==> src/rtl/decode_stage_pipe.sv <==
// Registered instruction-decode stage with valid/ready handshakes on both sides and a
// per-register load-use scoreboard that holds any reader of an in-flight LOAD destination.
module decode_stage_pipe #(
    parameter int RAW       = 3,
    parameter int LOAD_LAT  = 1,
    parameter int ACC0_ADDR = 0,
    parameter int ACC1_ADDR = 1,
    parameter int DST_ADDR  = 2,
    parameter int STALL_CW  = 16,
    localparam int IW       = 2*RAW+3,
    localparam int NUM_REGS = 2**RAW
) (
    input  logic                i_clk,
    input  logic                i_reset,        // synchronous, active-low
    input  logic                i_flush,
    input  logic                i_in_valid,
    output logic                o_in_ready,
    input  logic [IW-1:0]       i_instruction,
    output logic                o_out_valid,
    input  logic                i_out_ready,
    output logic                o_reg_write_en,
    output logic                o_immediate_en,
    output logic                o_data_write_en,
    output logic                o_data_read_en,
    output logic                o_select_data,
    output logic [RAW-1:0]      o_reg_write_address,
    output logic [RAW-1:0]      o_reg_read_address_0,
    output logic [RAW-1:0]      o_reg_read_address_1,
    output logic [RAW-1:0]      o_immediate,
    output logic                o_hazard,
    output logic [STALL_CW-1:0] o_stall_cycles
);

    localparam logic [1:0]     K_MOVE  = 2'd0;
    localparam logic [1:0]     K_FLAG  = 2'd1;
    localparam logic [1:0]     K_LOAD  = 2'd2;
    localparam logic [1:0]     K_STORE = 2'd3;
    localparam logic [RAW-1:0] K_CMP   = RAW'(6);

    logic           w_is_alu;
    logic [1:0]     w_subop;
    logic           w_imm_bit;
    logic [RAW-1:0] w_field_a;
    logic [RAW-1:0] w_field_b;

    assign w_is_alu  = i_instruction[IW-1];
    assign w_subop   = i_instruction[IW-2 -: 2];
    assign w_imm_bit = i_instruction[IW-2];
    assign w_field_a = i_instruction[2*RAW-1 -: RAW];
    assign w_field_b = i_instruction[RAW-1:0];

    logic           w_dec_we;
    logic           w_dec_ie;
    logic           w_dec_dwe;
    logic           w_dec_dre;
    logic           w_dec_sd;
    logic [RAW-1:0] w_dec_wa;
    logic [RAW-1:0] w_dec_ra0;
    logic [RAW-1:0] w_dec_ra1;
    logic           w_src0_en;
    logic           w_src1_en;
    logic [RAW-1:0] w_src0;
    logic [RAW-1:0] w_src1;

    // Control bundle plus the set of registers the instruction actually reads.
    always_comb begin
        w_dec_we  = 1'b0;
        w_dec_ie  = 1'b0;
        w_dec_dwe = 1'b0;
        w_dec_dre = 1'b0;
        w_dec_sd  = 1'b0;
        w_dec_wa  = '0;
        w_dec_ra0 = '0;
        w_dec_ra1 = '0;
        w_src0_en = 1'b0;
        w_src1_en = 1'b0;
        w_src0    = '0;
        w_src1    = '0;
        if (w_is_alu) begin
            w_dec_we  = (w_field_a != K_CMP);
            w_dec_ie  = w_imm_bit;
            w_dec_ra0 = RAW'(ACC0_ADDR);
            w_dec_ra1 = RAW'(ACC1_ADDR);
            w_dec_wa  = RAW'(DST_ADDR);
            w_src0_en = 1'b1;
            w_src0    = RAW'(ACC0_ADDR);
            w_src1_en = !w_imm_bit;
            w_src1    = RAW'(ACC1_ADDR);
        end else begin
            case (w_subop)
                K_MOVE, K_FLAG: begin
                    w_dec_we  = 1'b1;
                    w_dec_ra1 = w_field_a;
                    w_dec_wa  = w_field_b;
                    w_src0_en = 1'b1;
                    w_src0    = w_field_a;
                end
                K_LOAD: begin
                    w_dec_we  = 1'b1;
                    w_dec_dre = 1'b1;
                    w_dec_sd  = 1'b1;
                    w_dec_wa  = w_field_a;
                    w_dec_ra0 = w_field_b;
                    w_src0_en = 1'b1;
                    w_src0    = w_field_b;
                end
                K_STORE: begin
                    w_dec_dwe = 1'b1;
                    w_dec_ra0 = w_field_b;
                    w_dec_ra1 = w_field_a;
                    w_src0_en = 1'b1;
                    w_src0    = w_field_a;
                    w_src1_en = 1'b1;
                    w_src1    = w_field_b;
                end
                default: ;
            endcase
        end
    end

    logic                r_valid;
    logic                r_we;
    logic                r_ie;
    logic                r_dwe;
    logic                r_dre;
    logic                r_sd;
    logic [RAW-1:0]      r_wa;
    logic [RAW-1:0]      r_ra0;
    logic [RAW-1:0]      r_ra1;
    logic [RAW-1:0]      r_imm;
    logic [STALL_CW-1:0] r_stall;

    logic                w_advance;
    logic                w_hazard;
    logic                w_accept;
    logic                w_load_issue;
    logic [NUM_REGS-1:0] w_pending;

    assign w_advance    = !r_valid || i_out_ready;
    assign w_hazard     = i_in_valid &&
                          ((w_src0_en && w_pending[w_src0]) || (w_src1_en && w_pending[w_src1]));
    assign o_in_ready   = w_advance && !w_hazard && !i_flush && i_reset;
    assign w_accept     = i_in_valid && o_in_ready;
    assign w_load_issue = w_accept && !w_is_alu && (w_subop == K_LOAD);

    // One issue-slot countdown per register; slots only elapse when the stage advances.
    generate
        for (genvar gi = 0; gi < NUM_REGS; gi++) begin : g_sb
            logic [2:0] r_cnt;
            always_ff @(posedge i_clk) begin
                if (!i_reset || i_flush) begin
                    r_cnt <= 3'd0;
                end else if (w_advance) begin
                    if (w_load_issue && (w_dec_wa == RAW'(gi))) begin
                        r_cnt <= 3'(LOAD_LAT);
                    end else if (r_cnt != 3'd0) begin
                        r_cnt <= r_cnt - 3'd1;
                    end
                end
            end
            assign w_pending[gi] = (r_cnt != 3'd0);
        end
    endgenerate

    always_ff @(posedge i_clk) begin
        if (!i_reset || i_flush || (w_advance && !w_accept)) begin
            r_valid <= 1'b0;
            r_we    <= 1'b0;
            r_ie    <= 1'b0;
            r_dwe   <= 1'b0;
            r_dre   <= 1'b0;
            r_sd    <= 1'b0;
            r_wa    <= '0;
            r_ra0   <= '0;
            r_ra1   <= '0;
            r_imm   <= '0;
        end else if (w_accept) begin
            r_valid <= 1'b1;
            r_we    <= w_dec_we;
            r_ie    <= w_dec_ie;
            r_dwe   <= w_dec_dwe;
            r_dre   <= w_dec_dre;
            r_sd    <= w_dec_sd;
            r_wa    <= w_dec_wa;
            r_ra0   <= w_dec_ra0;
            r_ra1   <= w_dec_ra1;
            r_imm   <= w_field_b;
        end
    end

    always_ff @(posedge i_clk) begin
        if (!i_reset) begin
            r_stall <= '0;
        end else if (w_hazard && !i_flush && (r_stall != '1)) begin
            r_stall <= r_stall + STALL_CW'(1);
        end
    end

    assign o_out_valid          = r_valid;
    assign o_reg_write_en       = r_we;
    assign o_immediate_en       = r_ie;
    assign o_data_write_en      = r_dwe;
    assign o_data_read_en       = r_dre;
    assign o_select_data        = r_sd;
    assign o_reg_write_address  = r_wa;
    assign o_reg_read_address_0 = r_ra0;
    assign o_reg_read_address_1 = r_ra1;
    assign o_immediate          = r_imm;
    assign o_hazard             = w_hazard;
    assign o_stall_cycles       = r_stall;

endmodule

==> config.mk <==
export PLATFORM = sky130hd
export DESIGN_NAME = decode_stage_pipe
export DESIGN_NICKNAME = d
export VERILOG_FILES = /design/src/rtl/decode_stage_pipe.sv
export SDC_FILE = /design/constraint.sdc
export NUM_CORES = 1
export LEC_CHECK = 0
export ABC_AREA = 0
export CORE_ASPECT_RATIO = 0.8
export CORE_MARGIN = 10
export CORE_UTILIZATION = 60
export CTS_BUF_LIST = sky130_fd_sc_hd__clkbuf_16
export DETAILED_ROUTE_END_ITERATION = 12
export DONT_BUFFER_PORTS = 1
export PLACE_DENSITY = 0.84
export SLEW_MARGIN = 5
export SYNTH_ARGS = -nofsm -noshare
export SYNTH_HDL_FRONTEND = slang
export SYNTH_SLANG_ARGS = --single-unit
==> constraint.sdc <==
create_clock -name i_clk -period 3 [get_ports i_clk]
set_input_delay 0.45 -clock i_clk [delete_from_list [all_inputs] [get_ports i_clk]]
set_output_delay 0.45 -clock i_clk [all_outputs]
set_load 0.005 [all_outputs]
==> results of run 1 <==
## sequential cells by signal, indices dropped and copies added, names as in the netlist
signal,count
o_immediate,3
o_select_data,1
o_reg_read_address_1,3
o_reg_write_en,1
o_stall_cycles,16
g_sb.r_cnt,24
o_reg_read_address_0,3
o_immediate_en,1
o_reg_write_address,3
o_data_write_en,1
o_out_valid,1
## worst paths after layout
path | to | start | cells after the start
min reg2reg | o_reg_write_address[0] | o_reg_write_address[0] | 2
max | o_in_ready | g_sb[5].r_cnt[0] | 8
min | o_stall_cycles[10] | i_reset | 1
max reg2reg | o_stall_cycles[12] | g_sb[5].r_cnt[0] | 9
## layout make-up
type                            instances  area, µm²
Clock buffer                            9        225
Clock inverter                          5       18.8
Fill cell                             424       1750
Inverter                               23       86.3
Multi-Input combinational cell        304       2080
Sequential cell                        57       1140
Tap cell                               78       97.6
Timing Repair Buffer                   11       95.1
## worst reg2reg max path: cells and delay by family, from the launching register on
family / cells / cell delay (ns)
flip-flops: 1 / 0.35
buffers and inverters: 2 / 0.27
multiplexers: 1 / 0.50
AND/OR/NAND/NOR: 2 / 0.72
adder cells (fa/ha/maj): 1 / 0.21
AO/OA/AOI/OAI: 3 / 0.57
## where the power goes
part | internal [mW] | total, mW | switching, mW
registers | 0.769 | 0.776 | 0.00697
clock network | 0.531 | 0.840 | 0.309
logic | 0.0710 | 0.169 | 0.0981
total | 1.37 | 1.78 | 0.414
## stage by stage
step	util (%)	cells	area [µm²]	total power, mW
floorplan	-	410	3430	0.935
global placement	63.7	473	3500	0.949
detailed placement	63.7	473	3500	0.954
CTS	68.1	487	3740	1.80
global route	68.2	487	3750	1.86
finish	68.2	487	3750	1.78
## Yosys cell counts (4+ instances only)
| cell | instances | area [µm²] |
|---|---|---|
| nand2b_1 | 11 | 68.8 |
| o21ai_0 | 4 | 20.0 |
| ha_1 | 17 | 213 |
| and3_1 | 6 | 37.5 |
| a21oi_1 | 23 | 115 |
| nand2_1 | 33 | 124 |
| nor2_1 | 43 | 161 |
| mux2i_1 | 12 | 120 |
| nor2b_1 | 15 | 93.8 |
| clkbuf_1 | 17 | 63.8 |
| a32oi_1 | 6 | 52.6 |
| nand3_1 | 11 | 55.1 |
| o21a_1 | 9 | 67.6 |
| nor4_1 | 4 | 25.0 |
| nor3_1 | 12 | 60.1 |
| nand4_1 | 12 | 75.1 |
| nor4_2 | 6 | 75.1 |
| or4_1 | 6 | 45.0 |
| a22oi_1 | 8 | 60.1 |
| dfxtp_1 | 57 | 1140 |
| xnor2_1 | 5 | 43.8 |
| a31oi_1 | 6 | 37.5 |
| o31ai_1 | 5 | 37.5 |
| inv_1 | 23 | 86.3 |
## routing by layer
layer / GRT usage, % / share of wire (%) / vias to the layer above
li1: - / - / 1476
met4: 7.57 / 1.0 / 0
met1: 22.0 / 43 / 1439
met5: 0 / 0 / -
met2: 30.3 / 47 / 113
met3: 6.82 / 8.9 / 11
## logic make-up (layout without fill, tap and decap cells)
| family | count (synthesis) | count (layout) | synth area share (%) |
|---|---|---|---|
| simple gates | 182 | 182 | 30.1 |
| compound gates | 84 | 84 | 17.6 |
| flops | 57 | 57 | 33.3 |
| buf+inv | 49 | 48 | 6.24 |
| fa+ha+maj | 17 | 17 | 6.20 |
| mux | 16 | 16 | 5.26 |
| xor+xnor | 5 | 5 | 1.28 |
## what timing repair did
action,in CTS,in global routing
gates resized for setup,0,1
hold buffers,0,0
endpoints found under the setup margin,0,1
==> flow_summary.yaml, run 1 <==
setup_path:
  crit_top_cell: "nor3_1"
  slowest_stage: "mux4_2"
  crit_family: "simple AND/OR/NAND/NOR gates"
  crit_buf_inv: 1
  critPathMaxFanout: 9
  critical_path_arrival_ns: 2.41
  crit_type: "reg -> out"
  crit_path_end_kind: "output port"
  worst_ep_required_time_ns: 2.55
  crit_chain: "inv_1, ha_1, nor2b_1, mux4_2, o22ai_4, nor3_1, nor2_1, nor3_1"
  reg2reg_slack_ns: 0.31
  cpPeakStageDelay_ns: 0.50
  start_kind: "flop"
logic_synthesis:
  synth_edf_count: 0
  syn_area_mm2: 0.00343
  synth_ff_type: "dfxtp_1"
  ys_seq_elements: 57
  avgSynthCellArea_um2: 8.36
  ys_warn_count: 0
  syn-num-nets: 441
  synth.distinct_cells: 62
  seq_area_frac_synth_pct: 33.3
  synthCells: 410
  async_reset_ff_share_pct: 0
drt:
  drc: 0
  vias: 3039
  avgRoutedWirePerCell_um: 17.3
  via_per_inst: 6.24
  routed_wl_mm: 8.42
  antenna_left: 0
  drt_iter0_drc: 296
  firstDrtPassIters: 4
die:
  coreArea_mm2: 0.00550
  dieWidth_um: 105
  start_util_pct: 62.4
  dieArea_mm2: 0.00916
  num_io_pins: 50
  die_h_um: 87.6
  fp-row-count: 24
cts:
  clk_root_buffer_cell: "clkbuf_16"
  clk_latency_ns: 0.32
  path_clk_slew_ns: 0.04
  h-tree-depth: 3
  cts_tree: "yes"
  cts_buffers: 9
  post_cts_buffers: 0
  clock_path_buffers: 2
  clkSinkCount: 57
global_route:
  grt_pass1_vias: 2820
  antenna_found_initial: 0
  grt_pass1_wl_mm: 14.0
  grt_start_max_net_pins: 36
  grt_util_all_layers_pct: 18.6
  grt_overflow: 0
timing:
  slew_viol_final: 0
  whs_ns: 0.254
  fin_skew_ns: 0.00627
  max_clock_freq_mhz: 349
  rsz0062_at_grt: "false"
  setup_tns_ns: 0
  worst_slack_ns: 0.136
  final_hold_viol_count: 0
  post-route-period-util_pct: 95.5
  setup_viol: 0
  fin_crit_ns: 2.86
  tightest_slew_ns: 0.567
  relSlewSlack_pct: 62.1
layout:
  n_antenna_cell: 0
  area_growth_pct: 9.31
  final_common_cell: "dfxtp_1"
  nNetsFinal: 437
  drive_above_1_share_pct: 10.3
  final_cell_mix: "dfxtp_1, nor2_1, nand2_1, inv_1, a21oi_1"
placement:
  hpwl_mm: 6.05
  portBuffers: 0
  pre_cts_ws_ns: 0.274
  gp_congestion: 0.899
pwr:
  pwr_density_cell_mw_per_mm2: 476
  leakage_nw: 1.30
  ir_drop_v: 0.000384
outcome:
  outcome: "completed"
min_path:
  hold_path.class: "in -> reg"
run:
  cap_viol_max_count: 0
Note: power is estimated with default switching activity, not from simulation.
==> run 2: changes to the inputs <==
- clock period: 3 -> 3.1 ns (I/O delays scaled with it)
==> run 2 against run 1 <==
Against the previous run:
- first-iteration DRC count is 7.4% lower
- final cell count is 0.21% higher
- clock power is 0.6% lower
- register-to-register slack better by 0.14 ns
- power is 2.0% lower
- critical path depth stayed put
- design area is 0.17% higher
- die area stayed put
- highest routed layer unchanged
==> flow_summary.yaml, run 2 (synthesized netlist as in run 1, its figures left out) <==
pwr:
  power_mw: 1.75
  p_switching_uw: 415
  ir_drop_v: 0.000377
  p_sw_share_pct: 23.7
  pwr-share-comb_pct: 9.4
  internal-power_mw: 1.33
  pwr_density_cell_mw_per_mm2: 466
  clockPowerShare_pct: 47.7
  leakage_nw: 1.30
  power_frac_seq_pct: 42.9
die:
  start_util_pct: 62.4
  die_h_um: 87.6
  coreArea_mm2: 0.00550
  dieWidth_um: 105
  dieArea_mm2: 0.00916
  fp-row-count: 24
  num_io_pins: 50
drt:
  via_per_inst: 6.33
  avgRoutedWirePerCell_um: 17.5
  vias: 3087
  antenna_left: 0
  firstDrtPassIters: 6
  routed_wl_mm: 8.55
  drc: 0
  drt_iter0_drc: 274
timing:
  fin_crit_ns: 2.85
  fin_skew_ns: 0.00569
  slew_viol_final: 0
  whs_ns: 0.262
  tightest_slew_ns: 0.550
  worst_slack_ns: 0.253
  post-route-period-util_pct: 91.8
  final_hold_viol_count: 0
  max_clock_freq_mhz: 351
  setup_tns_ns: 0
  rsz0062_at_grt: "false"
  setup_viol: 0
  relSlewSlack_pct: 63.1
global_route:
  grt_pass1_vias: 2929
  grt_start_max_net_pins: 36
  grt_pass1_wl_mm: 13.9
  grt_overflow: 0
  grt_util_all_layers_pct: 18.4
  antenna_found_initial: 0
setup_path:
  crit_family: "simple AND/OR/NAND/NOR gates"
  critical_path_arrival_ns: 2.38
  crit_buf_inv: 1
  cpPeakStageDelay_ns: 0.50
  slowest_stage: "mux4_2"
  start_kind: "flop"
  worst_ep_required_time_ns: 2.63
  crit_type: "reg -> out"
  crit_path_end_kind: "output port"
  crit_chain: "inv_1, ha_1, nor2b_1, mux4_2, o22ai_4, nor3_1, nor2_1, nor3_1"
  crit_top_cell: "nor3_1"
  critPathMaxFanout: 9
layout:
  area_growth_pct: 9.49
  top_register: "g_sb.r_cnt"
  final_common_cell: "dfxtp_1"
  final_cell_mix: "dfxtp_1, nor2_1, nand2_1, inv_1, a21oi_1"
  fin_area_mm2: 0.00375
  n_antenna_cell: 0
  nNetsFinal: 437
  drive_above_1_share_pct: 11.0
  largest_reg_flops: 24
min_path:
  hold_path.class: "in -> reg"
cts:
  clk_latency_ns: 0.33
  hold_buffers: 0
  h-tree-depth: 3
  cts_buffers: 9
  cts_tree: "yes"
  clock_path_buffers: 2
  clkSinkCount: 57
  clk_root_buffer_cell: "clkbuf_16"
  path_clk_slew_ns: 0.05
  cts.repair.resized: 0
  post_cts_buffers: 0
placement:
  pre_cts_ws_ns: 0.378
  gp_congestion: 0.871
  place_area_mm2: 0.00350
  hpwl_mm: 6.20
  portBuffers: 0
outcome:
  outcome: "completed"
run:
  cap_viol_max_count: 0
[run 2: changes by cell type in the layout (fill, tap and decap cells not counted), sizes merged]
cell    before  now
inv         26   24
clkinv       2    5
[run 2: metal layers]
metal	share of wire [%]	vias to the layer above	GRT usage, %	routed length [µm]
met5	0	-	0	0
met4	1.9	0	9.08	165
met3	10	24	7.70	890
met2	47	147	30.6	4050
met1	40	1443	20.3	3440
li1	-	1473	-	-
[run 2: layout make-up]
type | instances | area (µm²)
multi-input combinational | 304 | 2080
tap | 78 | 97.6
clock inverter | 6 | 27.5
inverter | 23 | 86.3
fill | 425 | 1740
timing repair buffer | 11 | 95.1
sequential | 57 | 1140
clock buffer | 9 | 225
[run 2: final timing paths]
kind / end / cells past startpoint / slack (ns) / startpoint
setup / recovery: o_in_ready / 8 / 0.25 / g_sb[1].r_cnt[0]
hold / removal: o_stall_cycles[10] / 1 / 0.26 / i_reset
setup reg to reg: o_stall_cycles[5] / 9 / 0.45 / g_sb[1].r_cnt[0]
hold reg to reg: o_reg_write_address[0] / 2 / 0.48 / o_reg_write_address[0]
[run 2: worst register-to-register path: cells and delay by family (launching register included)]
kind            cells  cell delay [ns]
compound gates      3             0.55
fa+ha+maj           1             0.21
buf+inv             2             0.27
flops               1             0.37
mux                 1             0.50
simple gates        2             0.69
[run 2: metrics by stage]
stage                     instances  utilization (%)
after floorplan                 410                -
after global placement          473             63.7
after detailed placement        473             63.7
after CTS                       488             68.3
after global routing            488             68.3
final                           488             68.3
[run 2: power groups by stage]
stage | combinational, mW | sequential [mW] | clock [mW]
after CTS | 0.163 | 0.750 | 0.847
after detailed placement | 0.160 | 0.765 | 0
after global placement | 0.154 | 0.764 | 0
after global routing | 0.180 | 0.750 | 0.882
after floorplan | 0.142 | 0.763 | 0
final | 0.164 | 0.751 | 0.835
